### src/rtl/vmem_scan_ctrl.sv
// vmem_scan_ctrl: VGA timing generator and raster read sequencer for the video memory.
// Latency: pins (colour/sync/blank) lag the scan position by 2 pixel ticks; frame_start leads colour by 1 tick.
// Backpressure: none; free-running scan. en=0 or reset holds every register at its reset value.
// Optional build macro VMEM_SCAN_TESTPAT_EN adds test_mode (8-bar colour pattern instead of vmem data).
module vmem_scan_ctrl #(
  parameter int CLK_DIV  = 2,
  parameter int READ_LAT = 1,
  parameter int H_ACTIVE = 640,
  parameter int H_FP     = 16,
  parameter int H_SYNC   = 96,
  parameter int H_BP     = 48,
  parameter int V_ACTIVE = 480,
  parameter int V_FP     = 10,
  parameter int V_SYNC   = 2,
  parameter int V_BP     = 33,
  parameter int IMG_W    = 512,
  parameter int IMG_H    = 480
) (
  input  logic        clk,
  input  logic        reset,
  input  logic        en,
  output logic [17:0] pxlAddr,
  input  logic [7:0]  R,
  input  logic [7:0]  G,
  input  logic [7:0]  B,
  output logic [7:0]  vga_r,
  output logic [7:0]  vga_g,
  output logic [7:0]  vga_b,
  output logic        hsync,
  output logic        vsync,
  output logic        blank_n,
  output logic        frame_start
`ifdef VMEM_SCAN_TESTPAT_EN
  ,
  input  logic        test_mode
`endif
);

  localparam int H_TOTAL = H_ACTIVE + H_FP + H_SYNC + H_BP;
  localparam int V_TOTAL = V_ACTIVE + V_FP + V_SYNC + V_BP;
  localparam int DIV_W   = (CLK_DIV > 1) ? $clog2(CLK_DIV) : 1;
  localparam int H_W     = $clog2(H_TOTAL);
  localparam int V_W     = $clog2(V_TOTAL);

  localparam logic [DIV_W-1:0] DIV_LAST = DIV_W'(CLK_DIV - 1);
  localparam logic [H_W-1:0]   H_LAST   = H_W'(H_TOTAL - 1);
  localparam logic [H_W-1:0]   H_ACT    = H_W'(H_ACTIVE);
  localparam logic [H_W-1:0]   H_IMG    = H_W'(IMG_W);
  localparam logic [H_W-1:0]   HS_BEG   = H_W'(H_ACTIVE + H_FP);
  localparam logic [H_W-1:0]   HS_END   = H_W'(H_ACTIVE + H_FP + H_SYNC);
  localparam logic [V_W-1:0]   V_LAST   = V_W'(V_TOTAL - 1);
  localparam logic [V_W-1:0]   V_ACT    = V_W'(V_ACTIVE);
  localparam logic [V_W-1:0]   V_IMG    = V_W'(IMG_H);
  localparam logic [V_W-1:0]   VS_BEG   = V_W'(V_ACTIVE + V_FP);
  localparam logic [V_W-1:0]   VS_END   = V_W'(V_ACTIVE + V_FP + V_SYNC);
  localparam logic [17:0]      ADDR_LAST = 18'(IMG_W * IMG_H - 1);

  // Read data is sampled one pixel tick after the address moves, so the
  // memory must answer within CLK_DIV clocks.
  if (READ_LAT < 0 || READ_LAT > 1 || READ_LAT >= CLK_DIV ||
      IMG_W > H_ACTIVE || IMG_H > V_ACTIVE || IMG_W * IMG_H > 2**18) begin : g_cfg_err
    $error("vmem_scan_ctrl: illegal READ_LAT/CLK_DIV/image size combination");
  end

  logic [DIV_W-1:0] div_cnt_q, div_cnt_d;
  logic [H_W-1:0]   hcnt_q, hcnt_d;
  logic [V_W-1:0]   vcnt_q, vcnt_d;
  logic [17:0]      pxl_addr_q, pxl_addr_d;
  logic             frame_start_q, frame_start_d;
  logic             in_img_d_q, in_img_d_d;
  logic             act_d_q, act_d_d;
  logic             hs_d_q, hs_d_d;
  logic             vs_d_q, vs_d_d;
  logic [23:0]      vga_rgb_q, vga_rgb_d;
  logic             blank_n_q, blank_n_d;
  logic             hsync_q, hsync_d;
  logic             vsync_q, vsync_d;
`ifdef VMEM_SCAN_TESTPAT_EN
  localparam int BAR_W = H_ACTIVE / 8;
  logic [2:0]       bar_d_q, bar_d_d;
  logic [2:0]       bar;
`endif

  logic        tick;
  logic        in_img, act, hs, vs, at_origin;
  logic [23:0] pix_src;
  logic        pix_show;

  // Position decode for the pixel currently addressed by the counters.
  always_comb begin
    tick      = (div_cnt_q == DIV_LAST);
    in_img    = (hcnt_q < H_IMG) && (vcnt_q < V_IMG);
    act       = (hcnt_q < H_ACT) && (vcnt_q < V_ACT);
    hs        = (hcnt_q >= HS_BEG) && (hcnt_q < HS_END);
    vs        = (vcnt_q >= VS_BEG) && (vcnt_q < VS_END);
    at_origin = (hcnt_q == '0) && (vcnt_q == '0);
`ifdef VMEM_SCAN_TESTPAT_EN
    // Bar index = number of bar boundaries at or left of hcnt.
    bar = 3'd0;
    for (int k = 1; k < 8; k++) begin
      if (hcnt_q >= H_W'(k * BAR_W)) bar = bar + 3'd1;
    end
`endif
  end

  // Stage-1 colour source: vmem data, or the bar pattern when test_mode is set.
  always_comb begin
    pix_src  = {R, G, B};
    pix_show = in_img_d_q && act_d_q;
`ifdef VMEM_SCAN_TESTPAT_EN
    if (test_mode) begin
      // White, yellow, cyan, green, magenta, red, blue, black.
      pix_src  = {{8{~bar_d_q[1]}}, {8{~bar_d_q[2]}}, {8{~bar_d_q[0]}}};
      pix_show = act_d_q;
    end
`endif
  end

  // Next state: counters, stage-0 address/flags and stage-1 pin registers, all gated by tick.
  always_comb begin
    div_cnt_d     = div_cnt_q + DIV_W'(1);
    hcnt_d        = hcnt_q;
    vcnt_d        = vcnt_q;
    pxl_addr_d    = pxl_addr_q;
    frame_start_d = 1'b0;
    in_img_d_d    = in_img_d_q;
    act_d_d       = act_d_q;
    hs_d_d        = hs_d_q;
    vs_d_d        = vs_d_q;
    vga_rgb_d     = vga_rgb_q;
    blank_n_d     = blank_n_q;
    hsync_d       = hsync_q;
    vsync_d       = vsync_q;
`ifdef VMEM_SCAN_TESTPAT_EN
    bar_d_d       = bar_d_q;
`endif
    if (tick) begin
      div_cnt_d = '0;
      if (hcnt_q == H_LAST) begin
        hcnt_d = '0;
        vcnt_d = (vcnt_q == V_LAST) ? '0 : vcnt_q + V_W'(1);
      end else begin
        hcnt_d = hcnt_q + H_W'(1);
      end
      // Address advances after every in-image pixel and saturates on the
      // last one, so it parks through borders and never overruns the image.
      if (at_origin) begin
        pxl_addr_d    = '0;
        frame_start_d = 1'b1;
      end else if (in_img_d_q && (pxl_addr_q != ADDR_LAST)) begin
        pxl_addr_d = pxl_addr_q + 18'd1;
      end
      in_img_d_d = in_img;
      act_d_d    = act;
      hs_d_d     = hs;
      vs_d_d     = vs;
`ifdef VMEM_SCAN_TESTPAT_EN
      bar_d_d    = bar;
`endif
      vga_rgb_d  = pix_show ? pix_src : 24'h0;
      blank_n_d  = act_d_q;
      hsync_d    = ~hs_d_q;
      vsync_d    = ~vs_d_q;
    end
  end

  // State registers; reset and display-disable both return to the idle state.
  always_ff @(posedge clk) begin
    if (reset || !en) begin
      div_cnt_q     <= '0;
      hcnt_q        <= '0;
      vcnt_q        <= '0;
      pxl_addr_q    <= '0;
      frame_start_q <= 1'b0;
      in_img_d_q    <= 1'b0;
      act_d_q       <= 1'b0;
      hs_d_q        <= 1'b0;
      vs_d_q        <= 1'b0;
      vga_rgb_q     <= '0;
      blank_n_q     <= 1'b0;
      hsync_q       <= 1'b1;
      vsync_q       <= 1'b1;
`ifdef VMEM_SCAN_TESTPAT_EN
      bar_d_q       <= '0;
`endif
    end else begin
      div_cnt_q     <= div_cnt_d;
      hcnt_q        <= hcnt_d;
      vcnt_q        <= vcnt_d;
      pxl_addr_q    <= pxl_addr_d;
      frame_start_q <= frame_start_d;
      in_img_d_q    <= in_img_d_d;
      act_d_q       <= act_d_d;
      hs_d_q        <= hs_d_d;
      vs_d_q        <= vs_d_d;
      vga_rgb_q     <= vga_rgb_d;
      blank_n_q     <= blank_n_d;
      hsync_q       <= hsync_d;
      vsync_q       <= vsync_d;
`ifdef VMEM_SCAN_TESTPAT_EN
      bar_d_q       <= bar_d_d;
`endif
    end
  end

  assign pxlAddr     = pxl_addr_q;
  assign frame_start = frame_start_q;
  assign vga_r       = vga_rgb_q[23:16];
  assign vga_g       = vga_rgb_q[15:8];
  assign vga_b       = vga_rgb_q[7:0];
  assign blank_n     = blank_n_q;
  assign hsync       = hsync_q;
  assign vsync       = vsync_q;

endmodule
### config.mk
export PLATFORM = sky130hd
export DESIGN_NAME = vmem_scan_ctrl
export DESIGN_NICKNAME = d
export VERILOG_FILES = /design/src/rtl/vmem_scan_ctrl.sv
export SDC_FILE = /design/constraint.sdc
export NUM_CORES = 1
export LEC_CHECK = 0
export CAP_MARGIN = 20
export CELL_PAD_IN_SITES_DETAIL_PLACEMENT = 0
export CELL_PAD_IN_SITES_GLOBAL_PLACEMENT = 1
export CORE_MARGIN = 2
export CORE_UTILIZATION = 34
export CTS_CLUSTER_SIZE = 10
export DETAILED_ROUTE_END_ITERATION = 12
export GPL_TIMING_DRIVEN = 0
export PLACE_DENSITY_LB_ADDON = 0.1
export SYNTH_ARGS = -nofsm -noshare
export SYNTH_HDL_FRONTEND = slang
export SYNTH_SLANG_ARGS = --single-unit
### constraint.sdc
create_clock -name clk -period 2.1 [get_ports clk]
set_clock_uncertainty 0.1 [all_clocks]
set_input_delay 0.21 -clock clk [delete_from_list [all_inputs] [get_ports clk]]
set_output_delay 0.21 -clock clk [all_outputs]
set_load 0.05 [all_outputs]
After elaboration in Yosys (flattened, before gate mapping). Index checks and enable logic that the tools add are counted.

Flip-flop bits (word level): 71. Word-level logic and storage cells: 52. Input bits: 27.

Magnitude comparators: 7. Bitwise operators: 3. Reductions and logical operators: 16. Add/sub/neg operators: 4. Muxes and demuxes: 6. Equal/unequal tests: 3.

Operators by type and width (number): $mux 18 (2); $lt 10x10->1 const B (3); $mux 24 (1); $add 10x1->10 const B (2); $eq 10x10->1 const B (2); $logic_not 10->1 (2); $lt 10x9->1 const B (2); $mux 10 (2); $add 18x1->18 const B (1); $ne 18x18->1 const B (1); $ge 10x10->1 const B (1); $ge 10x9->1 const B (1); $logic_and 1x1->1 (7); $reduce_and 2->1 (2); $reduce_or 2->1 (2); $not 1->1 (3); $reduce_bool 2->1 (1); $add 1x1->1 const B (1); $logic_not 1->1 (1); $logic_or 1x1->1 (1); $mux 1 (1).

Longest topological paths before layout.
Depth after elaboration: 4. Depth in mapped cells: 8.

Least setup slack after synthesis. No wires, ideal clock.

Kind: register to register. Start: reg pxl_addr_q[9] (netlist: pxlAddr[9]). End: reg pxl_addr_q[1] (netlist: pxlAddr[1]). Period minus slack after synthesis: 2.499 ns. Stages on the path, launching flop included: 8. Data arrival time: 2.283 ns. Required time: 1.884 ns. Setup slack: -0.399 ns. Setup time: 0.116 ns. Buffers on the path: 2. Cell sequence: dfxtp_1 > nand4_1 > or4_1 > clkbuf_1 > o21ai_1 > buf_4 > mux2i_1 > nor2_1.

Cells in the longest elaborated chain, start to end: 4.

RTL lines: start, declared (RTL line 68) `logic [17:0] pxl_addr_q, pxl_addr_d;`; start signal, assigned (RTL line 190) `pxl_addr_q <= pxl_addr_d;`; $ne 18x18->1 (RTL line 150) `end else if (in_img_d_q && (pxl_addr_q != ADDR_LAST)) begin`; $logic_and 1x1->1 (RTL line 150); $reduce_bool 2->1 (no source line); $reduce_and 2->1 (no source line).

No other way between the ends. A chain may end at the register's enable or synchronous reset.

Worst setup path after layout.
Start: reg vcnt_q[9]. End: reg pxl_addr_q[14] (netlist: pxlAddr[14]).

Cells in the longest elaborated chain, start to end: 4. Elaborated cells on any way between the ends: 5.

RTL lines: start, declared (RTL line 67) `logic [V_W-1:0] vcnt_q, vcnt_d;`; start signal, assigned (RTL line 189) `vcnt_q <= vcnt_d;`; $logic_not 10->1 * (RTL line 96) `at_origin = (hcnt_q == '0) && (vcnt_q == '0);`; $logic_and 1x1->1 * (RTL line 96); $reduce_bool 2->1 (no source line); $reduce_and 2->1 (no source line).

Mark *: on every way between the ends. The rest lies on a longest branch, timed or not.

==> run summary <==
Data on the critical path is required at its endpoint by 2.22 ns. The number of setup violations in the final report is 18. The total power divided by cell area is 627 nW/um^2, and the ratio of final minimum period to clock period is 107%.

Instance count of the mapped netlist: 341. The number of buffer and inverter stages on the critical path came out at 1. Post-layout minimum cycle time: 2.25 ns. The detailed router finished its first iteration with 67 violations.

The run gives 0 as the total count of max-transition violations in the final report. Slowest library cell on the worst path: sky130_fd_sc_hd__or4_4. In the final routed layout, each cell accounts on average for 15.0 um. For this design the static power due to leakage is 1.51 nW. The floorplan step defined a die boundary enclosing 10000 sq um.

The maximum number of pins on one net before global-route repair is 13. The number of vias in the routed layout came out at 2846. Counting every net in the synthesized netlist gives 373. The via density per instance works out to 5.21.

In the routed design, unresolved DRC markers number 0. The number of storage elements in the synthesis netlist came out at 71. Measured along the x axis, the die boundary spans 100 um.

The TritonCTS buffer count was 9; the worst hold-check slack was 0.357 ns. After floorplanning, the core was sized to cover 9110 sq um. For this run, the slowest stage of the critical path takes 0.52 ns. The run gives 16.9% as the global-route total usage across every layer. Post-layout worst setup margin: -0.151 ns. During placement, the flow inserted port buffers numbering 72. The tools report the count of distinct cell types in the synthesized netlist as 45. After the last flow step, the layout net total stands at 462.

The transition at the pin with the smallest max-transition slack is 0.553 ns. The run finished, with violations left. The leading register cell type out of synthesis is sky130_fd_sc_hd__dfxtp_1. The synthesized design contains 0 enable-type register cells. The first global-routing pass estimated 13400 um of wire.

Of all flip-flops after synthesis, the portion carrying an async set or reset was 0%. The site row count is 35, and the number of top-level pins is 73. For this design, the CTS-stage hold fixing added 0 buffers.

After synthesis, the cell types taking the most area are sky130_fd_sc_hd__dfxtp_1 (45%), sky130_fd_sc_hd__a22o_1 (6.7%), sky130_fd_sc_hd__xor2_1 (4.7%). sky130_fd_sc_hd__dfxtp_1 is the most common cell in the netlist. The gate family responsible for the most delay along the worst path was simple AND/OR/NAND/NOR gates. The class of the tightest hold or removal check was in -> reg.

The final reports fail on negative setup slack. Compared with the post-synthesis result, the final layout area differs by 40.2%. The TritonCTS sink count came out at 71. The synthesized design devotes to its leading area cell type 45.3% of total area.

The post-layout total power was 2.76 mW. The fmax is 0.444 GHz, and the CTS clock-pin slew for the worst setup and hold paths is 0.08 ns. Ratio of cells with drive above 1 in the final layout: 19.1%. The maximum net fanout on the critical path is 10. The cell area that synthesis handed to floorplanning was 3140 sq um. The initial antenna violation count was 0.

The tool flagged a number of max-cap violations equal to 0. The number of H-tree levels is 3. After synthesis, the most frequently instantiated cells are sky130_fd_sc_hd__dfxtp_1 (71), sky130_fd_sc_hd__nor2_1 (32), sky130_fd_sc_hd__nand2_1 (29).

TritonCTS built the clock tree. The number of antenna diodes in the final layout is 0. STA classifies the critical path endpoint as a flop. The average cell area after synthesis is 9.20 sq um.

The maximum buffer depth of the clock tree is 2, and the final-report hold violation count is 0. The worst setup path is launched from a flop. At the end of routability-driven placement, the weighted congestion stood at 0.776. The logs give 0.35 ns for the latest clock arrival within the worst-skew pair and 63.1% for the worst max-slew margin expressed relative to the limit. The cell type with the highest aggregate area in the netlist is sky130_fd_sc_hd__dfxtp_1. The cell sitting at the root of the clock tree is a sky130_fd_sc_hd__clkbuf_8. The largest voltage drop on the vdd net is 473 uV, and the length of the first detailed-routing pass in iterations is 4.

The via count of the first global-routing pass came out at 2675. Summed over all layers, the global routing overflow is 0. Setup slack on the worst reg-to-reg path comes out at -0.15 ns.

The signal on the critical path passes through or4_1, or4_4, or3_4, buf_12, o211ai_2, a21oi_2. The run gives 34.5% as the initial standard-cell utilization of the core. Summed over all nets, the half-perimeter wirelength after detailed placement is 5740 um. The final wirelength is 8190 um, and the utilization after layout is 48.3%. The remaining antenna violation count after routing is 0, and the fraction of the yosys area taken by sequential cells is 45.3%.

Setup repair after global routing could not meet its margin everywhere. In this run the vertical extent of the chip is 100 um. The synthesis warning total is 0. The worst setup path is of the reg -> reg kind. Data arrives at the worst endpoint at 2.37 ns.
==> registers in the layout, indices dropped and copies added (netlist names) <==
| name | count |
|---|---|
| vcnt_q | 10 |
| blank_n | 1 |
| vsync | 1 |
| in_img_d_q | 1 |
| div_cnt_q | 1 |
| hcnt_q | 10 |
| frame_start | 1 |
| pxlAddr | 18 |
| vs_d_q | 1 |
| act_d_q | 1 |
| hsync | 1 |
| vga_rgb_q | 24 |
| hs_d_q | 1 |
==> cell type report <==
type / count / area, sq um
buffer: 15 / 93.8
clock buffer: 11 / 153
clock inverter: 5 / 78.8
fill: 925 / 4710
inverter: 9 / 33.8
multi-input combinational: 244 / 1660
sequential: 71 / 1460
tap: 111 / 139
timing repair buffer: 80 / 788
==> cells in the final DEF (no fill, tap or decap), types with 7 or more instances in the layout <==
cell type | netlist | layout
sky130_fd_sc_hd__a22o_1 | 24 | 24
sky130_fd_sc_hd__clkbuf_1 | 11 | 7
sky130_fd_sc_hd__nand2_1 | 29 | 28
sky130_fd_sc_hd__and3_1 | 8 | 8
sky130_fd_sc_hd__clkdlybuf4s50_1 | 0 | 72
sky130_fd_sc_hd__dfxtp_2 | 0 | 11
sky130_fd_sc_hd__nor3_1 | 8 | 7
sky130_fd_sc_hd__dfxtp_1 | 71 | 54
sky130_fd_sc_hd__a21oi_1 | 10 | 10
sky130_fd_sc_hd__nand3_1 | 14 | 14
sky130_fd_sc_hd__inv_1 | 9 | 9
sky130_fd_sc_hd__or4_1 | 10 | 9
sky130_fd_sc_hd__buf_4 | 1 | 7
sky130_fd_sc_hd__clkbuf_8 | 0 | 9
sky130_fd_sc_hd__xor2_1 | 17 | 17
sky130_fd_sc_hd__nor2_1 | 32 | 30
sky130_fd_sc_hd__nand4_1 | 15 | 15
==> cell families (layout without fill, tap and decap cells) <==
logic type | after synthesis | in the layout | synth area share, %
fa+ha+maj | 5 | 5 | 1.99
mux | 2 | 2 | 0.638
compound gates | 65 | 65 | 16.1
xor+xnor | 19 | 19 | 5.30
simple gates | 153 | 153 | 27.0
buf+inv | 26 | 120 | 3.63
flops | 71 | 71 | 45.3
==> stage by stage <==
step	std cells	instance area, sq um	setup slack (ns)	TNS [ns]
after floorplan	341	3170	-0.0661	-0.734
after global routing	546	4400	-0.191	-3.02
after CTS	545	4380	-0.157	-2.14
after global placement	524	4030	-0.567	-20.34
final	546	4400	-0.151	-2.08
after detailed placement	524	4030	-0.586	-20.31
==> path summary, 6_finish.rpt <==
| check | cells after the start | endpoint | from |
|---|---|---|---|
| worst min register to register | 2 | vs_d_q | vs_d_q |
| worst min-delay path | 2 | vga_rgb_q[7] | B[7] |
| worst max-delay path | 6 | pxlAddr[14] | vcnt_q[9] |
| worst max register to register | 6 | pxlAddr[14] | vcnt_q[9] |
==> timing repair <==
| action | CTS | global route |
|---|---|---|
| endpoints found under the setup margin | 56 | 54 |
| pin swaps | 12 | 1 |
| cloned | 1 | 0 |
| buffers inserted | 5 | 2 |
| resized for setup | 23 | 5 |
==> metal layers <==
metal / track usage (%) / vias up / share of wire (%)
li1: - / 1424 / -
met1: 22.0 / 1364 / 47
met2: 27.2 / 47 / 47
met3: 4.60 / 11 / 3.5
met4: 5.90 / 0 / 1.9
met5: 0 / - / 0
==> power breakdown <==
part / leakage [nW] / switching, mW / internal, mW / total (mW)
Sequential: 0.583 / 0.00261 / 1.34 / 1.34
Clock: 0.118 / 0.542 / 0.740 / 1.28
Combinational: 0.806 / 0.0673 / 0.0665 / 0.134
No activity file was read; power rests on OpenSTA's default activity.
